[config.mk]
export PLATFORM = sky130hd
export DESIGN_NAME = if_fetch
export DESIGN_NICKNAME = d
export VERILOG_FILES = /design/src/rtl/if_fetch.sv
export SDC_FILE = /design/constraint.sdc
export NUM_CORES = 1
export LEC_CHECK = 0
export BUFFER_PORTS_ARGS = -buffer_cell sky130_fd_sc_hd__buf_2
export CAP_MARGIN = 10
export CORE_MARGIN = 2
export CORE_UTILIZATION = 50
export DETAILED_ROUTE_END_ITERATION = 10
export PLACE_DENSITY = 0.82
export SLEW_MARGIN = 5
export SYNTH_ARGS = -nofsm -noshare
export SYNTH_HDL_FRONTEND = slang
export SYNTH_SLANG_ARGS = --single-unit
[constraint.sdc]
create_clock -name clk -period 2.5 [get_ports clk]
set_input_delay 0.25 -clock clk [delete_from_list [all_inputs] [get_ports clk]]
set_output_delay 0.25 -clock clk [all_outputs]
set_load 0.02 [all_outputs]
[src/rtl/if_fetch.sv]
// if_fetch: instruction-fetch stage feeding the IF/ID register of the RV32I core.
// Owns the PC, keeps at most one instruction-memory request in flight, absorbs
// hazard stalls through a one-entry skid buffer and drops stale responses after
// an EX-stage redirect.
// Optional build macro FETCH_PERF_EN adds the perf_fetched / perf_bubble counters.
module if_fetch #(
    parameter logic [31:0] RESET_PC = 32'h0000_0000,
    parameter logic [31:0] NOP_INST = 32'h0000_0013
) (
    input  logic        clk,
    input  logic        rst,
    input  logic        stall,
    input  logic        redirect,
    input  logic [31:0] redirect_pc,
    output logic        imem_req,
    output logic [31:0] imem_addr,
    input  logic        imem_rvalid,
    input  logic [31:0] imem_rdata,
    output logic [31:0] pcd,
    output logic [31:0] pc4d,
    output logic [31:0] instd,
    output logic        bubble
`ifdef FETCH_PERF_EN
    ,
    output logic [31:0] perf_fetched,
    output logic [31:0] perf_bubble
`endif
);

    typedef enum logic [1:0] {
        FETCH = 2'd0,
        HOLD  = 2'd1,
        DROP  = 2'd2
    } state_t;

    state_t      state_q, state_d;
    logic [31:0] pc_q, pc_d;
    logic [31:0] tgt_q, tgt_d;
    logic [31:0] skid_pc_q, skid_pc_d;
    logic [31:0] skid_inst_q, skid_inst_d;
    logic [31:0] pcd_q, pcd_d;
    logic [31:0] inst_q, inst_d;
    logic        pend_q, pend_d;
    logic        bubble_q, bubble_d;
    logic [31:0] redir_tgt;

    // Low two bits of the redirect target are forced to zero.
    assign redir_tgt = redirect_pc & 32'hFFFF_FFFC;

    assign imem_addr = pc_q;
    assign pcd       = pcd_q;
    assign pc4d      = pcd_q + 32'd4;
    assign instd     = bubble_q ? NOP_INST : inst_q;
    assign bubble    = bubble_q;

    // Request valid: a started request is held until its response arrives.
    always_comb begin
        imem_req = 1'b0;
        if (!rst) begin
            case (state_q)
                FETCH:   imem_req = pend_q | ~stall;
                HOLD:    imem_req = 1'b0;
                DROP:    imem_req = 1'b1;
                default: imem_req = 1'b0;
            endcase
        end
    end

    // Next-state logic for PC, skid buffer, delivered outputs and FSM.
    always_comb begin
        state_d     = state_q;
        pc_d        = pc_q;
        tgt_d       = tgt_q;
        skid_pc_d   = skid_pc_q;
        skid_inst_d = skid_inst_q;
        pcd_d       = pcd_q;
        inst_d      = inst_q;
        bubble_d    = bubble_q;
        pend_d      = 1'b0;
        if (redirect) begin
            // Redirect beats stall: flush delivered slot and skid.
            bubble_d    = 1'b1;
            skid_pc_d   = 32'd0;
            skid_inst_d = NOP_INST;
            if (imem_req && !imem_rvalid) begin
                // Stale request must still complete; discard it in DROP.
                state_d = DROP;
                tgt_d   = redir_tgt;
                pend_d  = 1'b1;
            end else begin
                state_d = FETCH;
                pc_d    = redir_tgt;
            end
        end else begin
            case (state_q)
                FETCH: begin
                    if (imem_rvalid) begin
                        pc_d = pc_q + 32'd4;
                        if (!stall) begin
                            pcd_d    = pc_q;
                            inst_d   = imem_rdata;
                            bubble_d = 1'b0;
                        end else begin
                            skid_pc_d   = pc_q;
                            skid_inst_d = imem_rdata;
                            state_d     = HOLD;
                        end
                    end else begin
                        pend_d = imem_req;
                        if (!stall) begin
                            bubble_d = 1'b1;
                        end
                    end
                end
                HOLD: begin
                    if (!stall) begin
                        pcd_d    = skid_pc_q;
                        inst_d   = skid_inst_q;
                        bubble_d = 1'b0;
                        state_d  = FETCH;
                    end
                end
                DROP: begin
                    if (imem_rvalid) begin
                        pc_d    = tgt_q;
                        state_d = FETCH;
                    end
                end
                default: state_d = FETCH;
            endcase
        end
    end

    // Control and delivered-output registers; reset wins over everything.
    always_ff @(posedge clk) begin
        if (rst) begin
            state_q  <= FETCH;
            pc_q     <= RESET_PC;
            pend_q   <= 1'b0;
            pcd_q    <= 32'd0;
            inst_q   <= NOP_INST;
            bubble_q <= 1'b1;
        end else begin
            state_q  <= state_d;
            pc_q     <= pc_d;
            pend_q   <= pend_d;
            pcd_q    <= pcd_d;
            inst_q   <= inst_d;
            bubble_q <= bubble_d;
        end
    end

    // Redirect target and skid payload; only read after being written.
    always_ff @(posedge clk) begin
        tgt_q       <= tgt_d;
        skid_pc_q   <= skid_pc_d;
        skid_inst_q <= skid_inst_d;
    end

`ifdef FETCH_PERF_EN
    logic        accept;
    logic [31:0] perf_fetched_q;
    logic [31:0] perf_bubble_q;

    assign accept       = (state_q == FETCH) && imem_rvalid && !redirect;
    assign perf_fetched = perf_fetched_q;
    assign perf_bubble  = perf_bubble_q;

    // Free-running wrap-around counters of useful fetches and bubble cycles.
    always_ff @(posedge clk) begin
        if (rst) begin
            perf_fetched_q <= 32'd0;
            perf_bubble_q  <= 32'd0;
        end else begin
            if (accept) begin
                perf_fetched_q <= perf_fetched_q + 32'd1;
            end
            if (bubble_q) begin
                perf_bubble_q <= perf_bubble_q + 32'd1;
            end
        end
    end
`endif

endmodule

==> results.yml <==
global_route:
  grt_pass1_vias: 7677
  grt_overflow: 0
  grt_use_total_pct: 25.9
  grt_pass1_wl_mm: 38.8
  antenna_found_initial: 0
  grt_max_degree: 119
timing:
  rsz0062_at_grt: "yes"
  slew_viol_final: 0
  finClkSkew_ns: 0.00971
  fin_crit_ns: 2.45
  finalSetupTns_ns: 0
  period_share_pct: 97.8
  finalHoldViolCount: 0
  setup_violations: 0
  worstMarginPinSlew_ns: 0.732
  slew_headroom_pct: 51.1
  fmax_mhz: 409
setup_path:
  cp.arrival_ns: 2.20
  crit_path_start_kind: "flop"
  cp_slowest_cell: "dfxtp_2"
  slowest_delay_ns: 0.36
  critPathTopFamily: "simple AND/OR/NAND/NOR gates"
  timing.rr.start: "imem_addr[12]"
  rrSetupSlack_ns: 0.21
  criticalPathCategory: "reg -> out"
  crit_buf_inv: 1
  critPathCaptureType: "output pin"
  cp_cell_sequence: "ha_2 -> and4_4 -> nand3_4 -> or2_4 -> nor2_2 -> xor2_1 -> buf_4"
  worstRegToRegCells: 5
  worstReg2RegEnd: "imem_addr[27]"
  crit_required_ns: 2.25
  path_max_fanout: 5
die:
  start_util_pct: 51.5
  die_x_um: 138
  row_count: 48
  pin_count: 199
  die_area_mm2: 0.0190
  core_mm2: 0.0174
  die_y_um: 138
yosys:
  syn_area_mm2: 0.00896
  synth.yosys.warnings: 0
  synth_edf_count: 30
  synth_top_area_share_pct: 35.3
  netlist_top_cells_area: "dfxtp_1, edfxtp_1, mux2i_1, nand2_1, a211oi_1"
  postSynth.asyncResetShare_pct: 0
  syn_avg_cell_area_um2: 8.56
  yosysUniqueCellTypes: 62
  ys_seq_area_share_pct: 45.3
  ys_seq_elements: 188
  synth_ff_type: "dfxtp_1"
  synthCells: 1047
  synth_area_leader_cell: "dfxtp_1"
flow_run:
  maxCapViolCount: 0
routing:
  remaining_drc_errors: 0
  drtIter0Drc: 617
  via_count: 8451
  ant_nets: 0
  routedWlPerCell_um: 17.3
  avgViaCountPerCell: 5.79
  drt_wl_total_mm: 25.3
  dr.pass1.iters: 5
placed_design:
  dp_hpwl_mm: 17.2
  port_buffers: 190
  place_area_mm2: 0.0103
  globalplace.congestion: 0.890
worst_hold_path:
  min_to: "tgt_q[22]"
  hold_path_class: "in -> reg"
  hp-start: "redirect_pc[22]"
  holdPathStages: 1
pwr:
  irDropWorstVdd_mv: 0.518
  p_per_area_mw_per_mm2: 650
  p_leak_nw: 4.68
clock_tree:
  clk_pin_slew_ns: 0.07
  clock-root-buffer: "clkbuf_16"
  tritoncts: "done"
  h-tree-depth: 4
  clock-sinks: 188
  clockBufferDepth: 2
  cts_buffers: 17
  clock_latency_ns: 0.42
layout:
  fin_util_pct: 63.3
  final_nets: 1293
  area_growth_syn_to_layout_pct: 22.9
  drive_above_1_share_pct: 25.5
  antenna_cells: 0
  finalInstanceArea_mm2: 0.0110
  fill_cells: 1507
run_status:
  status: "complete, no violations"
==> cell type report <==
class / count / area (µm²) / share of cell area, %
well taps: 225 / 282 / 2.56
multi-input cells: 765 / 4590 / 41.7
clock buffers: 18 / 439 / 3.99
flip-flops and latches: 188 / 4090 / 37.2
inverters: 7 / 26.3 / 0.239
repair buffers: 243 / 1430 / 13.0
clock inverters: 14 / 158 / 1.43
==> power breakdown <==
part,internal (mW),switching (mW)
Combinational,0.390,0.644
Clock,1.52,1.24
Sequential,3.22,0.145
Total,5.14,2.03
==> sequential cells by signal, summed over array words and instances (netlist names) <==
signal	count
inst_q	32
skid_inst_q	32
imem_addr	30
pcd	30
skid_pc_q	30
tgt_q	30
state_q	2
bubble	1
pend_q	1
==> cell families after synthesis <==
| logic type | Yosys count | synth area share [%] |
|---|---|---|
| AO/OA/AOI/OAI | 242 | 17.9 |
| XOR/XNOR | 33 | 3.22 |
| adder cells (fa/ha/maj) | 2 | 0.279 |
| buffers and inverters | 99 | 4.62 |
| other | 1 | 0.0418 |
| multiplexers | 64 | 7.15 |
| flip-flops | 188 | 45.3 |
| AND/OR/NAND/NOR | 418 | 21.4 |
==> worst max-delay path by stage <==
stage          startpoint        to  slack (ns)  cells after the start
2_1_floorplan      pcd[7]  pc4d[27]        0.23                      5
3_5_place_dp       pcd[2]  pc4d[22]        0.26                      7
4_1_cts            pcd[3]  pc4d[22]       0.007                      7
6_report           pcd[2]  pc4d[22]        0.05                      7
5_1_grt            pcd[5]  pc4d[31]       -0.04                      7
3_3_place_gp       pcd[2]  pc4d[22]        0.31                      7
==> per-layer routing <==
layer	GRT usage (%)	routed length, µm
met5	0	0
met2	44.7	12600
met1	32.3	10600
met4	10.1	658
met3	4.20	1490
==> metrics by stage <==
stage	instances	power, mW	worst slack (ns)	hold slack [ns]
global placement	1421	4.42	0.307	0.441
finish	1460	7.17	0.0539	0.0124
floorplan	1052	4.06	0.227	0.349
CTS	1455	7.17	0.00713	0.000173
global route	1460	7.41	-0.0364	0.00251
detailed placement	1421	4.45	0.258	0.443
==> layout by cell type (no fill, tap or decap), drive strengths merged, types with 10 or more instances in the layout <==
cell type  instances
dfxtp            158
nand2            169
a21oi             88
clkbuf            18
nor3              14
a211oi            74
buf              241
nor2             103
inv               13
nor2b             30
edfxtp            30
o21ai             18
xnor2             26
nand3             34
nand4             14
a31oi             10
and3              12
mux2i             64
==> cell usage after synthesis, types with 7 or more instances <==
cell type,n
nand2_1,168
dfxtp_1,158
nor2_1,103
a21oi_1,88
a211oi_1,74
clkbuf_1,67
mux2i_1,64
nand3_1,33
edfxtp_1,30
nor2b_1,30
xnor2_1,26
o21ai_0,18
nand4_1,14
nor3_1,14
buf_2,12
a31oi_1,10
and3_1,9
nor4_1,8
o211ai_1,8
buf_4,7
inv_1,7
xor2_1,7
==> worst reg2reg max path: cells and delay by family, from the launching register on <==
kind | cells | cell delay, ns
and+or+nand+nor | 3 | 1.18
DFF | 1 | 0.45
AOI/OAI and AO/OA | 2 | 0.53
==> repair_timing <==
item                                   in CTS  in global routing
setup endpoints to repair                  11                 14
endpoints found under the hold margin       2                  0
gates resized for setup                    12                 24
pin swaps                                   2                  5
buffers inserted                            0                  5
hold buffers                                2                  0
Note: power is estimated with default switching activity, not from simulation.
